==> src/rtl/tile_pkg.sv <==
// Shared widths, color bundle and round-robin pointer helper for the tile ROM
// request path.
package tile_pkg;
  localparam int COORD_W = 10;
  localparam int COLOR_W = 8;

  typedef struct packed {
    logic [COLOR_W-1:0] r;
    logic [COLOR_W-1:0] g;
    logic [COLOR_W-1:0] b;
  } rgb_t;

  function automatic int rr_next(input int ptr, input int n);
    return (ptr + 1 >= n) ? 0 : ptr + 1;
  endfunction
endpackage

==> src/rtl/rr_arbiter.sv <==
// Round-robin arbiter: combinational one-hot grant searching from ptr upward,
// ptr moves past the winner whenever the grant is consumed.
module rr_arbiter
  import tile_pkg::*;
#(
  parameter int N = 4
) (
  input  logic         clk,
  input  logic         rst,
  input  logic [N-1:0] req,
  input  logic         advance,
  output logic [N-1:0] grant
);
  localparam int PW = (N > 1) ? $clog2(N) : 1;

  logic [PW-1:0] ptr;
  logic [PW-1:0] win;
  logic [PW:0]   idx;

  // Scan from the farthest offset down so the nearest requester overwrites.
  always_comb begin
    grant = '0;
    win   = '0;
    idx   = '0;
    for (int k = N - 1; k >= 0; k--) begin
      idx = {1'b0, ptr} + (PW+1)'(k);
      if (idx >= (PW+1)'(N)) idx = idx - (PW+1)'(N);
      if (req[idx[PW-1:0]]) begin
        grant                = '0;
        grant[idx[PW-1:0]]   = 1'b1;
        win                  = idx[PW-1:0];
      end
    end
  end

  always_ff @(posedge clk) begin
    if (rst)          ptr <= '0;
    else if (advance) ptr <= PW'(rr_next(int'(win), N));
  end
endmodule

==> src/rtl/tile_rom_arbiter.sv <==
// Shares one combinational Rom_tile among NUM_REQ pixel requesters: grant,
// register the address (stage 1), register the ROM color tagged one-hot (stage 2).
module tile_rom_arbiter #(
  parameter int NUM_REQ = 4,
  parameter int COORD_W = tile_pkg::COORD_W,
  parameter int COLOR_W = tile_pkg::COLOR_W
) (
  input  logic                       clk,
  input  logic                       rst,
  input  logic                       en,
  input  logic [NUM_REQ-1:0]         req_valid,
  input  logic [NUM_REQ*COORD_W-1:0] req_x,
  input  logic [NUM_REQ*COORD_W-1:0] req_y,
  output logic [NUM_REQ-1:0]         req_ready,
  output logic [COORD_W-1:0]         rom_qx,
  output logic [COORD_W-1:0]         rom_qy,
  input  logic [COLOR_W-1:0]         rom_r,
  input  logic [COLOR_W-1:0]         rom_g,
  input  logic [COLOR_W-1:0]         rom_b,
  input  logic                       rom_visible,
  output logic [NUM_REQ-1:0]         rsp_valid,
  output logic [COLOR_W-1:0]         rsp_r,
  output logic [COLOR_W-1:0]         rsp_g,
  output logic [COLOR_W-1:0]         rsp_b,
  output logic                       rsp_visible,
  output logic                       busy
);
  logic [NUM_REQ-1:0] grant;
  logic               xfer;
  logic               s1_v;
  logic [NUM_REQ-1:0] s1_id;
  logic [COORD_W-1:0] sel_x, sel_y;

  assign req_ready = en ? grant : '0;
  assign xfer      = |(req_valid & req_ready);

  rr_arbiter #(.N(NUM_REQ)) u_arb (
    .clk     (clk),
    .rst     (rst),
    .req     (req_valid),
    .advance (xfer),
    .grant   (grant)
  );

  always_comb begin
    sel_x = '0;
    sel_y = '0;
    for (int i = 0; i < NUM_REQ; i++) begin
      if (req_ready[i]) begin
        sel_x = req_x[i*COORD_W +: COORD_W];
        sel_y = req_y[i*COORD_W +: COORD_W];
      end
    end
  end

  // Stage 1: address to ROM; address holds between lookups.
  always_ff @(posedge clk) begin
    if (rst) begin
      s1_v   <= 1'b0;
      s1_id  <= '0;
      rom_qx <= '0;
      rom_qy <= '0;
    end else begin
      s1_v <= xfer;
      if (xfer) begin
        s1_id  <= req_ready;
        rom_qx <= sel_x;
        rom_qy <= sel_y;
      end
    end
  end

  // Stage 2: capture ROM result; no backpressure, strobe lasts one cycle.
  always_ff @(posedge clk) begin
    if (rst) begin
      rsp_valid   <= '0;
      rsp_r       <= '0;
      rsp_g       <= '0;
      rsp_b       <= '0;
      rsp_visible <= 1'b0;
    end else begin
      rsp_valid <= s1_v ? s1_id : '0;
      if (s1_v) begin
        rsp_r       <= rom_r;
        rsp_g       <= rom_g;
        rsp_b       <= rom_b;
        rsp_visible <= rom_visible;
      end
    end
  end

  assign busy = s1_v | (|rsp_valid);
endmodule

==> config.mk <==
export PLATFORM = sky130hd
export DESIGN_NAME = tile_rom_arbiter
export DESIGN_NICKNAME = d
export VERILOG_FILES = /design/src/rtl/tile_pkg.sv /design/src/rtl/rr_arbiter.sv /design/src/rtl/tile_rom_arbiter.sv
export SDC_FILE = /design/constraint.sdc
export NUM_CORES = 1
export LEC_CHECK = 0
export ABC_CLOCK_PERIOD_IN_PS = 10600
export CORE_UTILIZATION = 44
export DETAILED_ROUTE_END_ITERATION = 16
export PLACE_DENSITY = 0.87
export RECOVER_POWER = 50
export SLEW_MARGIN = 20
export SYNTH_ARGS = -nofsm -noshare
export SYNTH_HDL_FRONTEND = slang
export SYNTH_SLANG_ARGS = --single-unit
==> constraint.sdc <==
create_clock -name clk -period 10.6 [get_ports clk]
set_input_delay 2.12 -clock clk [delete_from_list [all_inputs] [get_ports clk]]
set_output_delay 2.12 -clock clk [all_outputs]
set_load 0.1 [all_outputs]
# After elaboration in Yosys (flattened, before gate mapping)

Index checks and enable logic that the tools add are counted.

Register bits: 56
Logic and storage cells: 79

Add/subtract/negate cells: 8
Magnitude comparators: 13
Muxes and demuxes: 38
Bitwise gates (word level): 3
Reductions and logical operators: 7

Operators by type and width:

| cell                                                        | count |
|---|---|
| 2-to-1 mux 10 bit                                           | 8 |
| 2-to-1 mux 4 bit                                            | 5 |
| 2-to-1 mux 2 bit                                            | 9 |
| >= comparator 3 bit (second input constant)                 | 4 |
| less-than comparator 2 x 3 -> 1 bit (second input constant) | 4 |
| binary-select mux 1 bit (select 2 bit)                      | 4 |
| demux 1 bit (select 2 bit)                                  | 4 |
| >= comparator 2 x 1 -> 1 bit (second input constant)        | 4 |
| 2-to-1 mux 1 bit                                            | 8 |
| OR reduction 4 bit                                          | 2 |
| subtractor 2 x 1 -> 2 bit (second input constant)           | 4 |
| adder 2 x 1 -> 3 bit (second input constant)                | 2 |
| adder 2 x 2 -> 3 bit (second input constant)                | 2 |
| AND 4 bit                                                   | 1 |
| logical AND 1 bit                                           | 4 |
| >= comparator 2 x 3 -> 1 bit (second input constant)        | 1 |
| OR reduction 2 bit                                          | 1 |
| inverter 1 bit                                              | 1 |
| OR 1 bit                                                    | 1 |

# Depth between registers and ports, before layout

Gate-level depths: netlist of the first run.

Depth after elaboration: 16
Gate-level depth with buffers: 14
Mapped depth without buffers: 10

# Hierarchy

Synthesis of the first run repeated with hierarchy kept, for this count alone.

Cells, all modules: 303
Area, all modules: 2960.3 sq um

By module, submodules not included:

| module           | instances | cells each | area an instance (sq um) |
|---|---|---|---|
| tile_rom_arbiter | 1         | 243        | 2451.1 |
| rr_arbiter       | 1         | 60         | 509.2 |

# Worst setup path before layout of the first run

OpenSTA, ideal clock, no wires.

Path kind: input-to-output
From: input port req_valid[0]
To: output port req_ready[3]
Data arrival time: 4450 ps
Slack: 4030 ps
Stages on the path: 8
Path buffers: 2
Cells stage by stage: clkbuf_1 mux2_2 mux2i_1 a221o_1 a22o_1 nand2_1 inv_1 clkbuf_1

Word-level cells in the longest chain between the ends: 7
Elaborated cells on any way between the ends: 13
Classes of those cells: 13 x mux

Ends and longest elaborated chain:

| item                                   | RTL line               | text |
|---|---|---|
| start: declaration                     | tile_rom_arbiter.sv:11 | `input logic [NUM_REQ-1:0] req_valid,` |
| binary-select mux 1 bit (select 2 bit) | rr_arbiter.sv:28       | `if (req[idx[PW-1:0]]) begin` |
| 2-to-1 mux 1 bit (implied by the code) | rr_arbiter.sv:28       |  |
| 2-to-1 mux 4 bit (3 in series)         | rr_arbiter.sv:28       |  |
| 2-to-1 mux 4 bit (*)                   | rr_arbiter.sv:28       |  |
| 2-to-1 mux 4 bit (*)                   | tile_rom_arbiter.sv:34 | `assign req_ready = en ? grant : '0;` |
| end: declaration                       | tile_rom_arbiter.sv:14 | `output logic [NUM_REQ-1:0] req_ready,` |

Mark *: on every way between the ends. The rest lies on a longest branch, timed or not. The select of a mux whose other input is x is not followed.

# Worst setup path in the final report of the first run

From: input port req_valid[2]
To: output port req_ready[3]

Same word-level chain as after synthesis.

==> impl_metrics.ini, run 1 <==
[run_status]
outcome = complete, but fails checks
violations = capacitance limit, slew limit

[synth]
ys_dominant_reg_cell = dfxtp_1
synthTopCellsByArea = dfxtp_1 34%, mux2i_1 11%, o211ai_1 9.9%
synthTopCellsByCount = 56 x dfxtp_1, 53 x nor2_1, 44 x o211ai_1, 35 x mux2i_1, 29 x inv_1
yosysSeqAreaShare = 0.3373
synth_area_um2 = 3323
synth.yosys.warnings = 0
synth_area_per_cell_um2 = 8.434
synth_cell_type_count = 42
syn-num-nets = 514
async_flop_share = 0
synth.most_common_cell = dfxtp_1
synthCells = 394
synth_top_area_cell = dfxtp_1
synth-seq-cells = 56
synth_edf_count = 0
yosys.area.top_type_share = 0.3373

[detailed_routing]
wl_met1_um = 4428
drt_iter0_markers = 172
top_layer = met4
dr_total_vias = 3612
drt-total-wl_um = 10930
vias_per_cell = 5.742
wl_met3_um = 1002
wl_per_cell_um = 17.38
dr_wl_met2_um = 5013
ant_nets = 0
drt_pre_antenna_iters = 5
drc_errors = 0

[clocking]
numCtsBuffers = 5
cts_setup_buffers = 0
clk_latency_ns = 0.31
cts-hold-fix-buffers = 0
cts_htree_levels = 2
root_buffer = clkbuf_8
tritoncts = done
clk_pin_slew_ns = 0.10
cts_num_sinks = 56
cts_buffer_depth = 2
ctsResizeCount = 0

[grt]
gr-total-overflow = 0
track_usage = 0.2746
antenna_found_initial = 0
grt_pass1_vias = 3558
grt_max_degree = 54
grt_pass1_wl_um = 16770

[finish]
finalNetCount = 649
synthToLayoutAreaGrowth_pct = 51.81
final_core_util = 0.6918
insertedDiodeCount = 0
drive_gt1_frac = 0.04717

[timing]
setup_slack_ns = 1.948
max_freq_ghz = 0.1156
fin_crit_ns = 8.652
setup_viol = 0
slew_violations = 54
grt_setup_unrepaired = false
worst_slew_pin_slew_ns = 2.341
max-slew-margin-rel = -0.5609
hold_violations = 0
fin_crit_sh = 0.8162
setup_tns_ns = 0
finClkSkew_ns = 0.006611

[job]
max_cap_violations = 1

[power_and_ir_drop]
power_frac_clock = 0.076
power_leakage_uw = 0.001899
power.density_nw_per_um2 = 328.1
switching_power_uw = 971.2
switching_share = 0.5868
p_seq_frac = 0.195
max-vdd-ir-drop_mv = 0.2848
power.total_uw = 1655
combPwrFrac = 0.729
p_int_uw = 683.9

[die]
num_io_pins = 166
start_util = 0.4557
row_count = 31
fp.dieW_um = 88.91
dieArea_um2 = 7904
die_h_um = 88.91
core_region_area_um2 = 7292

[worst_setup_path]
cp-start-kind = input port
arrival_ns = 6.53
crit_path_end_kind = output port
crit_type = in2out
crit_fanout = 22
required_ns = 8.48

[placed_design]
gp_congestion = 0.9444
hpwl_um = 8220
post-place-ws_ns = 2.010
portBuffers = 165

[hold_path]
hold_path_class = reg2reg
## power by group through the flow
stage,registers [uW],clock network [uW],logic (uW)
after floorplan,680,0,590
final,322,126,1210
after CTS,322,129,1210
after detailed placement,326,0,1210
after global routing,329,135,1290
after global placement,323,0,1190
## layout by cell type, fill, tap and decap left out, types with 3 or more instances in the layout
master	netlist	final
a311oi_1	20	20
dfxtp_1	56	56
ha_1	8	8
o21a_1	3	3
and2_0	0	3
o211ai_1	44	44
nand2b_1	3	3
o311ai_0	18	18
mux2i_1	35	35
buf_4	0	4
clkdlybuf4s50_1	0	138
nor2_1	53	53
a21oi_1	8	8
nand2_1	28	28
or3b_2	3	3
dlygate4sd3_1	0	26
clkbuf_8	0	6
nand3_1	4	4
inv_1	29	29
and2_1	6	3
## stage by stage
step	std cells	cell area [um2]	hold WS, ns
after floorplan	394	3323	0.4291
after detailed placement	621	4950	0.4481
after global routing	629	5045	0.5009
after CTS	629	5046	0.4772
after global placement	621	4950	0.4427
final	629	5045	0.4788
## state kept, by name, summed over array words and instances, names as in the netlist
| name | flops |
|---|---|
| rsp_valid | 4 |
| rom_qy | 10 |
| rsp_visible | 1 |
| rsp_r | 8 |
| rsp_b | 8 |
| s1_v | 1 |
| rsp_g | 8 |
| rom_qx | 10 |
| u_arb.ptr | 2 |
| s1_id | 4 |
## worst max-delay path, stage by stage
cell	delay (ns)
clkdlybuf4s50_1	0.58
mux2_2	0.39
mux2i_1	0.57
a221o_1	0.31
a22o_1	0.14
nand2_1	0.43
inv_1	0.71
clkdlybuf4s50_1	1.26
## path summary, 6_finish.rpt
kind	startpoint	end	slack (ns)	cells past startpoint
setup reg to reg	u_arb.ptr[0]$_SDFFE_PP0P_	rom_qy[8]$_SDFFE_PP0P_	6.03	10
setup / recovery	req_valid[2]	req_ready[3]	1.95	8
hold / removal	s1_id[2]$_SDFFE_PP0P_	rsp_valid[2]$_SDFF_PP0_	0.48	1
hold reg to reg	s1_id[2]$_SDFFE_PP0P_	rsp_valid[2]$_SDFF_PP0_	0.48	1
## final cells by class
type / instances / area, um2
fill: 604 / 2247
multi-input combinational: 268 / 1919
timing repair buffer: 169 / 1675
sequential: 56 / 1121
tap: 99 / 123.9
inverter: 29 / 108.9
clock buffer: 6 / 82.58
clock inverter: 2 / 13.76
## cell families (layout without fill, tap and decap cells)
logic type                 Yosys count  after routing  synth area share
AOI/OAI and AO/OA                  114            114            0.2730
buffers and inverters               70            206           0.08848
DFF                                 56             56            0.3374
and+or+nand+nor                    106            106            0.1408
adders and majority gates            8              8           0.03012
muxes                               40             40            0.1303
## per-layer routing
metal  vias to the layer above  GRT usage
met4                         0     0.1261
li1                       1716          -
met3                        35    0.06187
met5                         -          0
met1                      1658     0.3343
met2                       203     0.4629
No activity file was read; power rests on OpenSTA's default activity.
==> run 2: changes to the inputs <==
Settings changed: ABC_CLOCK_PERIOD_IN_PS 10600 to 8750, CORE_UTILIZATION 44 to 41, PLACE_DENSITY 0.87 to 0.82.
Clock period 10.6 ns to 8.75 ns, I/O delays scaled along.
==> run 2 against run 1 <==
  * The flow still finishes with violations (capacitance limit, slew limit)
  * Core utilization shrank 3.5 points
  * Sequential share of layout area shrank 0.23 points
  * Combinational power grew 21%
  * First-iteration DRC count shrank 2.3%
  * Global-route usage shrank 3.5 points
  * Via count shrank 1.5%
  * Clock power grew 61%
  * Sequential power grew 20%
  * Wire length shrank 7.1%
  * Worst setup slack lost 0.89 ns
  * Register-to-register slack lost 1.7 ns
  * Critical path type unchanged
  * Largest cell class unchanged
  * Largest power group unchanged
==> impl_metrics.ini, run 2 (synthesis results as in run 1) <==
[grt]
grt_pass1_wl_um = 16420
antenna_found_initial = 0
gr-total-overflow = 0
grt_max_degree = 54
track_usage = 0.2401
grt_pass1_vias = 3340

[worst_setup_path]
crit_type = in2out
cp-start-kind = input port
r2r_slack_ns = 4.30
arrival_ns = 5.94
required_ns = 7.00
crit_fanout = 22
crit_path_end_kind = output port

[clocking]
clk_latency_ns = 0.31
cts-hold-fix-buffers = 0
tritoncts = done
clk_pin_slew_ns = 0.10
root_buffer = clkbuf_8
cts_num_sinks = 56
cts_buffer_depth = 2
cts_setup_buffers = 0
cts_htree_levels = 2
ctsResizeCount = 0
numCtsBuffers = 5

[detailed_routing]
dr_total_vias = 3557
drt_pre_antenna_iters = 4
drt-total-wl_um = 10150
drc_errors = 0
wl_met1_um = 4230
vias_per_cell = 5.610
dr_wl_met2_um = 4785
wl_per_cell_um = 16.01
wl_met3_um = 916
drt_iter0_markers = 168
ant_nets = 0
top_layer = met4

[die]
die_h_um = 92.03
dieArea_um2 = 8470
row_count = 32
fp.dieW_um = 92.03
start_util = 0.4278
num_io_pins = 166
core_region_area_um2 = 7767

[placed_design]
portBuffers = 165
gp_congestion = 0.9203
hpwl_um = 7567
place_inst = 626
post-place-ws_ns = 1.145

[finish]
insertedDiodeCount = 0
final_common_cell = clkdlybuf4s50_1
final_cell_mix = 138 x clkdlybuf4s50_1, 56 x dfxtp_1, 53 x nor2_1, 44 x o211ai_1, 35 x mux2i_1
synthToLayoutAreaGrowth_pct = 53.43
reg_top3 = rom_qx: 10 flops, rom_qy: 10 flops
finalNetCount = 651
fin_cells = 634
drive_gt1_frac = 0.04887

[timing]
finClkSkew_ns = 0.007082
setup_tns_ns = 0
max-slew-margin-rel = -0.5933
max_freq_ghz = 0.1301
setup_slack_ns = 1.063
fin_crit_sh = 0.8785
grt_setup_unrepaired = false
worst_slew_pin_slew_ns = 2.390
slew_violations = 54
fin_crit_ns = 7.687
hold_violations = 0
setup_viol = 0

[power_and_ir_drop]
combPwrFrac = 0.713
max-vdd-ir-drop_mv = 0.3448
power.density_nw_per_um2 = 403.0
power_leakage_uw = 0.001927
switching_power_uw = 1169
p_int_uw = 885.5
switching_share = 0.5691
p_seq_frac = 0.188
power_frac_clock = 0.099

[run_status]
outcome = complete, but fails checks
violations = capacitance limit, slew limit

[hold_path]
hold_path_class = reg2reg

[job]
max_cap_violations = 1
==> run 2: cell count changes in the layout (fill, tap and decap cells not counted) <==
cell	before	now
a31oi_1	0	1
a31oi_2	1	0
buf_4	4	6
bufinv_16	0	2
clkbuf_8	6	5
clkinv_2	1	0
==> run 2: layer usage <==
layer,track usage,up-vias
li1,-,1728
met1,0.3036,1617
met2,0.4098,193
met3,0.04478,19
met4,0.07813,0
met5,0,-
==> run 2: stage by stage <==
stage | area, um2 | hold WS, ns | util | total power (uW)
2_1_floorplan | 3323 | 0.4291 | - | 1539
3_3_place_gp | 4962 | 0.4389 | 0.6389 | 1832
3_5_place_dp | 4962 | 0.4463 | 0.6389 | 1857
4_1_cts | 5100 | 0.4731 | 0.6566 | 2064
5_1_grt | 5099 | 0.5078 | 0.6564 | 2179
6_report | 5099 | 0.4705 | 0.6564 | 2055
==> run 2: path summary, 6_finish.rpt <==
path                                                start  cells past startpoint                       to
worst max-delay path                         req_valid[3]                      6             req_ready[1]
worst min-delay path                s1_id[2]$_SDFFE_PP0P_                      1  rsp_valid[2]$_SDFF_PP0_
worst max register to register  u_arb.ptr[0]$_SDFFE_PP0P_                     10    s1_id[3]$_SDFFE_PP0P_
worst min register to register      s1_id[2]$_SDFFE_PP0P_                      1  rsp_valid[2]$_SDFF_PP0_
==> run 2: critical path, cell delays in order <==
cell and delay (ns):
clkdlybuf4s50_1 0.57, mux2_2 0.38, mux2i_1 0.49, and4_1 0.78, o21a_1 0.67, clkdlybuf4s50_1 1.27
==> run 2: power groups by stage <==
stage          registers (uW)  clock network (uW)  logic [uW]
2_1_floorplan             824                   0         715
3_3_place_gp              390                   0        1440
3_5_place_dp              392                   0        1470
4_1_cts                   386                 209        1470
5_1_grt                   397                 223        1560
6_report                  386                 203        1470
==> run 2: layout make-up <==
type / count / area (um2)
inverters: 29 / 108.9
repair buffers: 171 / 1690
multi-input cells: 268 / 1913
fillers: 633 / 2669
clock inverters: 3 / 68.82
flip-flops and latches: 56 / 1121
clock buffers: 5 / 68.82
well taps: 102 / 127.6
==> patch 1 (config.mk and constraints of run 2) <==
The parameter `NUM_REQ` goes from 4 to 8.
--- a/src/rtl/tile_rom_arbiter.sv
+++ b/src/rtl/tile_rom_arbiter.sv
@@ -2,5 +2,5 @@
 // register the address (stage 1), register the ROM color tagged one-hot (stage 2).
 module tile_rom_arbiter #(
-  parameter int NUM_REQ = 4,
+  parameter int NUM_REQ = 8,
   parameter int COORD_W = tile_pkg::COORD_W,
   parameter int COLOR_W = tile_pkg::COLOR_W
Interface: changed (5 resized); port bits go from 166 to 258. The function was not compared with the original's and may differ.
==> patch 1 against run 2 <==
Hold slack got worse by 0.018 ns; worst setup slack worse by 0.030 ns; design area is 70% higher; highest routed layer unchanged; sequential cell count is 9 higher; the run still ends with capacitance limit, slew limit left; critical endpoint is now req_ready[6]; critical path type unchanged; synthesized area grew 73%; total power grew 74%; fmax down 0.39%; die area is 72% higher; largest power group unchanged; routed wire length grew 140%; first-iteration DRC count rose to 3.7 times the old value.
==> patch 1: results (changes against run 2) <==
registers with the most flip-flops=rom_qx (10), rom_qy (10) (unchanged); detailed placement HPWL=18000 µm (was 7570 µm); RePlAce Congestion=0.964 (was 0.920); violated checks=capacitance limit, slew limit (unchanged); met1 layer wirelength in the final routing=9110 µm (was 4230 µm); power density normalized to cell area=413 nW/µm² (was 403 nW/µm²); met1 global-route usage=0.388 (was 0.304); clock slew at reported path FFs=0.06 ns (was 0.10 ns); overall routed net length=24100 µm (was 10200 µm); Post-DP Area=8320 µm² (was 4960 µm²); htree depth=3 (was 2); CTS Buf Count=9 (was 5); post-synthesis share of cell area spent on full adders, half adders and majority gates=0.0152 (was 0.0301); standard cell with the maximum stage delay on the critical path=clkdlybuf4s50_1 (unchanged); most instantiated cells after synthesis=nor2_1, dfxtp_1, nand2_1 (was dfxtp_1, nor2_1, o211ai_1); Final Max Slew Viols=62 (was 54); leakage component of the power=3.18 nW (was 1.93 nW); Critical Path AT=5.97 ns (was 5.94 ns); wire length of the first global-routing pass=36600 µm (was 16400 µm); drt first-iter violations=625 (was 168); most frequent cell after synthesis=nor2_1 (was dfxtp_1); pin count of the biggest net entering global routing=62 (was 54); grt met3 use=0.0783 (was 0.0448); Fin Clk Skew=0.0158 ns (was 0.00708 ns); portion of the post-synthesis area used by sequential elements=0.226 (was 0.337); placement-stage worst setup slack=1.13 ns (was 1.15 ns); source-to-sink clock delay at the later pin of the worst-skew pair=0.34 ns (was 0.31 ns); biggest fanout along the worst timing path=24 (was 22); mux share of post-synthesis cell area=0.144 (was 0.130); synth top area cells=dfxtp_1, mux2i_1, nor2_1, mux4_2, a311oi_2 (was dfxtp_1, mux2i_1, o211ai_1, nor2_1, a311oi_1); Net Sw Frac=0.562 (was 0.569); count of non-filler cells in the finished layout=1072 (was 634); count of mapped cells out of synthesis=671 (was 394); run status=finished with violations (unchanged); combinational share of power=0.775 (was 0.713); Final period util=0.882 (was 0.879); global routing usage on met2=0.559 (was 0.410); power of the sequential group=0.000405 W (was 0.000386 W); met3 WL=1960 µm (was 916 µm); number of global-route vias before repair=6426 (was 3340); clock tree root driver cell=clkbuf_16 (was clkbuf_8); synthesized netlist net count=874 (was 514); Tot GR Track Use=0.332 (was 0.240); fraction of layout instances using a drive strength above 1=0.129 (was 0.0489); number of max-capacitance violations reported=1 (unchanged); Max VDD drop=0.370 mV (was 0.345 mV); number of distinct library cells after synthesis=79 (was 42); compound-cell area share of the yosys netlist=0.365 (was 0.273)
==> patch 1: changes by cell type after synthesis, sizes merged, moves of 15 or more <==
cell	change
a22oi	+39
buf	+24
nand2	+24
a211o	+20
o311ai	-15
a31o	+18
o211ai	-36
nor2	+40
o221ai	+20
==> patch 1: layout make-up <==
type	count	area (µm²)
fillers	1210	4800
multi-input cells	520	4040
repair buffers	277	2700
flip-flops and latches	65	1300
clock buffers	10	239
well taps	176	220
clock inverters	6	91.3
inverters	18	67.6
==> patch 1: worst paths after layout <==
kind / startpoint / end / slack [ns] / cells past startpoint
worst max-delay path: req_valid[7] / req_ready[6] / 1.03 / 8
worst min-delay path: s1_id[7]$_SDFFE_PP0P_ / rsp_valid[7]$_SDFF_PP0_ / 0.45 / 1
worst max register to register: u_arb.ptr[0]$_SDFFE_PP0P_ / rom_qy[0]$_SDFFE_PP0P_ / 3.02 / 15
worst min register to register: s1_id[7]$_SDFFE_PP0P_ / rsp_valid[7]$_SDFF_PP0_ / 0.45 / 1
==> patch 2 (settings of run 2) <==
Without the edit above. Make the reset (`rst`) asynchronous in 3 clocked blocks.
--- a/src/rtl/rr_arbiter.sv
+++ b/src/rtl/rr_arbiter.sv
@@ -34,5 +34,5 @@
   end
 
-  always_ff @(posedge clk) begin
+  always_ff @(posedge clk or posedge rst) begin
     if (rst)          ptr <= '0;
     else if (advance) ptr <= PW'(rr_next(int'(win), N));
--- a/src/rtl/tile_rom_arbiter.sv
+++ b/src/rtl/tile_rom_arbiter.sv
@@ -55,5 +55,5 @@
 
   // Stage 1: address to ROM; address holds between lookups.
-  always_ff @(posedge clk) begin
+  always_ff @(posedge clk or posedge rst) begin
     if (rst) begin
       s1_v   <= 1'b0;
@@ -72,5 +72,5 @@
 
   // Stage 2: capture ROM result; no backpressure, strobe lasts one cycle.
-  always_ff @(posedge clk) begin
+  always_ff @(posedge clk or posedge rst) begin
     if (rst) begin
       rsp_valid   <= '0;
Check against the original RTL: differs if rst is asserted again (counterexample within 4 cycles, from zero or initial values and one cycle with rst high); with rst held inactive, the same outputs for 10 cycles.
==> patch 2 against run 2 <==
The flow still finishes with violations (capacitance limit, slew limit); die area up 1.1%; sequential cell count stayed put; critical path type unchanged; global-route usage shrank 0.13 points; synthesized area increased by 1.1%; synthesized cell count decreased by 11%; final cell count down 5.2%; critical endpoint is now req_ready[3]; clock skew up 0.0088 ns; design area up 0.34%; worst setup slack better by 0.46 ns; routed wire length down 0.47%; fmax up 6.4%.
Power is left out: the tool's default activity adds up to more than one toggle a clock period on the data nets, which glitch-free logic cannot reach.
==> patch 2: results (changes against run 2) <==
run status=finished with violations (unchanged); violated checks=capacitance limit, slew limit (unchanged); detailed placement HPWL=7420 µm (was 7570 µm); grt met3 use=0.0583 (was 0.0448); number of distinct library cells after synthesis=40 (was 42); drt first-iter violations=252 (was 168); Reg area=1400 µm² (was 1120 µm²); fraction of layout instances using a drive strength above 1=0.0962 (was 0.0489); Final Max Slew Viols=57 (was 54); nets=618 (was 651); share of flip-flops with an asynchronous set or reset after synthesis=1.00 (was 0); placed instance count=593 (was 626); number of vias after detailed routing=3382 (was 3557); met1 global-route usage=0.292 (was 0.304); number of global-route vias before repair=3272 (was 3340); end point of the most critical hold path=s1_id[2]$_DFFE_PP0P_ (was rsp_valid[2]$_SDFF_PP0_); capture point of the critical path=req_ready[3] (was req_ready[1]); launching point of the worst reg2reg path=u_arb.ptr[0]$_DFFE_PP0P_ (was u_arb.ptr[0]$_SDFFE_PP0P_); pin count of the biggest net entering global routing=57 (was 54); source of the worst hold timing path=s1_id[2]$_DFFE_PP0P_ (was s1_id[2]$_SDFFE_PP0P_); Post-DP Area=5030 µm² (was 4960 µm²); worst reg-to-reg setup slack=4.35 ns (was 4.30 ns); Fin Clk Skew=0.0159 ns (was 0.00708 ns); number of max-capacitance violations reported=1 (unchanged); Critical Path AT=5.47 ns (was 5.94 ns); Vias per Instance=5.63 (was 5.61); number of iterations in the first detailed-routing pass=5 (was 4); worst hold margin=0.496 ns (was 0.471 ns); most instantiated cells after synthesis=dfrtp_1, nand2_1, mux2_2, o21ai_0, a21oi_1 (was dfxtp_1, nor2_1, o211ai_1); portion of the post-synthesis area used by sequential elements=0.417 (was 0.337); Tot GR Track Use=0.239 (was 0.240); fillers=634 (was 633); overall routed net length=10100 µm (was 10200 µm)
[patch 2: cell types whose count changed after synthesis, sizes merged, moves of 18 or more]
| cell | before | now |
|---|---|---|
| mux2i | 35 | 5 |
| o22a | 0 | 20 |
| nand2 | 28 | 49 |
| dfrtp | 0 | 56 |
| o311ai | 20 | 0 |
| a31oi | 1 | 22 |
| dfxtp | 56 | 0 |
| o211ai | 44 | 0 |
| a311oi | 20 | 0 |
| a21oi | 8 | 26 |
| nor2 | 53 | 5 |
| inv | 29 | 10 |
| o21ai | 1 | 27 |
| mux2 | 3 | 30 |
[patch 2: metal layers]
| metal | wire length [µm] | share of wire | vias up |
|---|---|---|---|
| met2 | 4880 | 0.48 | 222 |
| met5 | 0 | 0 | - |
| met3 | 964 | 0.095 | 27 |
| met4 | 284 | 0.028 | 0 |
| met1 | 3970 | 0.39 | 1566 |
| li1 | - | - | 1567 |
[patch 2: logic make-up (layout without fill, tap and decap cells)]
group	count (synthesis)	count (layout)	synth area share
AO/OA/AOI/OAI	112	112	0.216
AND/OR/NAND/NOR	93	93	0.128
flip-flops	56	56	0.417
buffers and inverters	42	189	0.0611
multiplexers	39	39	0.142
adder cells (fa/ha/maj)	8	8	0.0298
XOR/XNOR	2	2	0.00522
[patch 2: final cells by class]
cell class | count | area share
inverters | 10 | 0.00734
clock inverters | 3 | 0.00538
repair buffers | 171 | 0.330
multi-input cells | 254 | 0.345
flip-flops and latches | 56 | 0.274
well taps | 102 | 0.0249
clock buffers | 5 | 0.0135
[patch 2: worst register-to-register path, delay by kind of cell (launching register included)]
kind | cells | cell delay [ns]
muxes | 2 | 1.19
adders and majority gates | 1 | 0.52
DFF | 1 | 0.78
and+or+nand+nor | 2 | 0.96
AOI/OAI and AO/OA | 2 | 0.59
buffers and inverters | 1 | 0.26
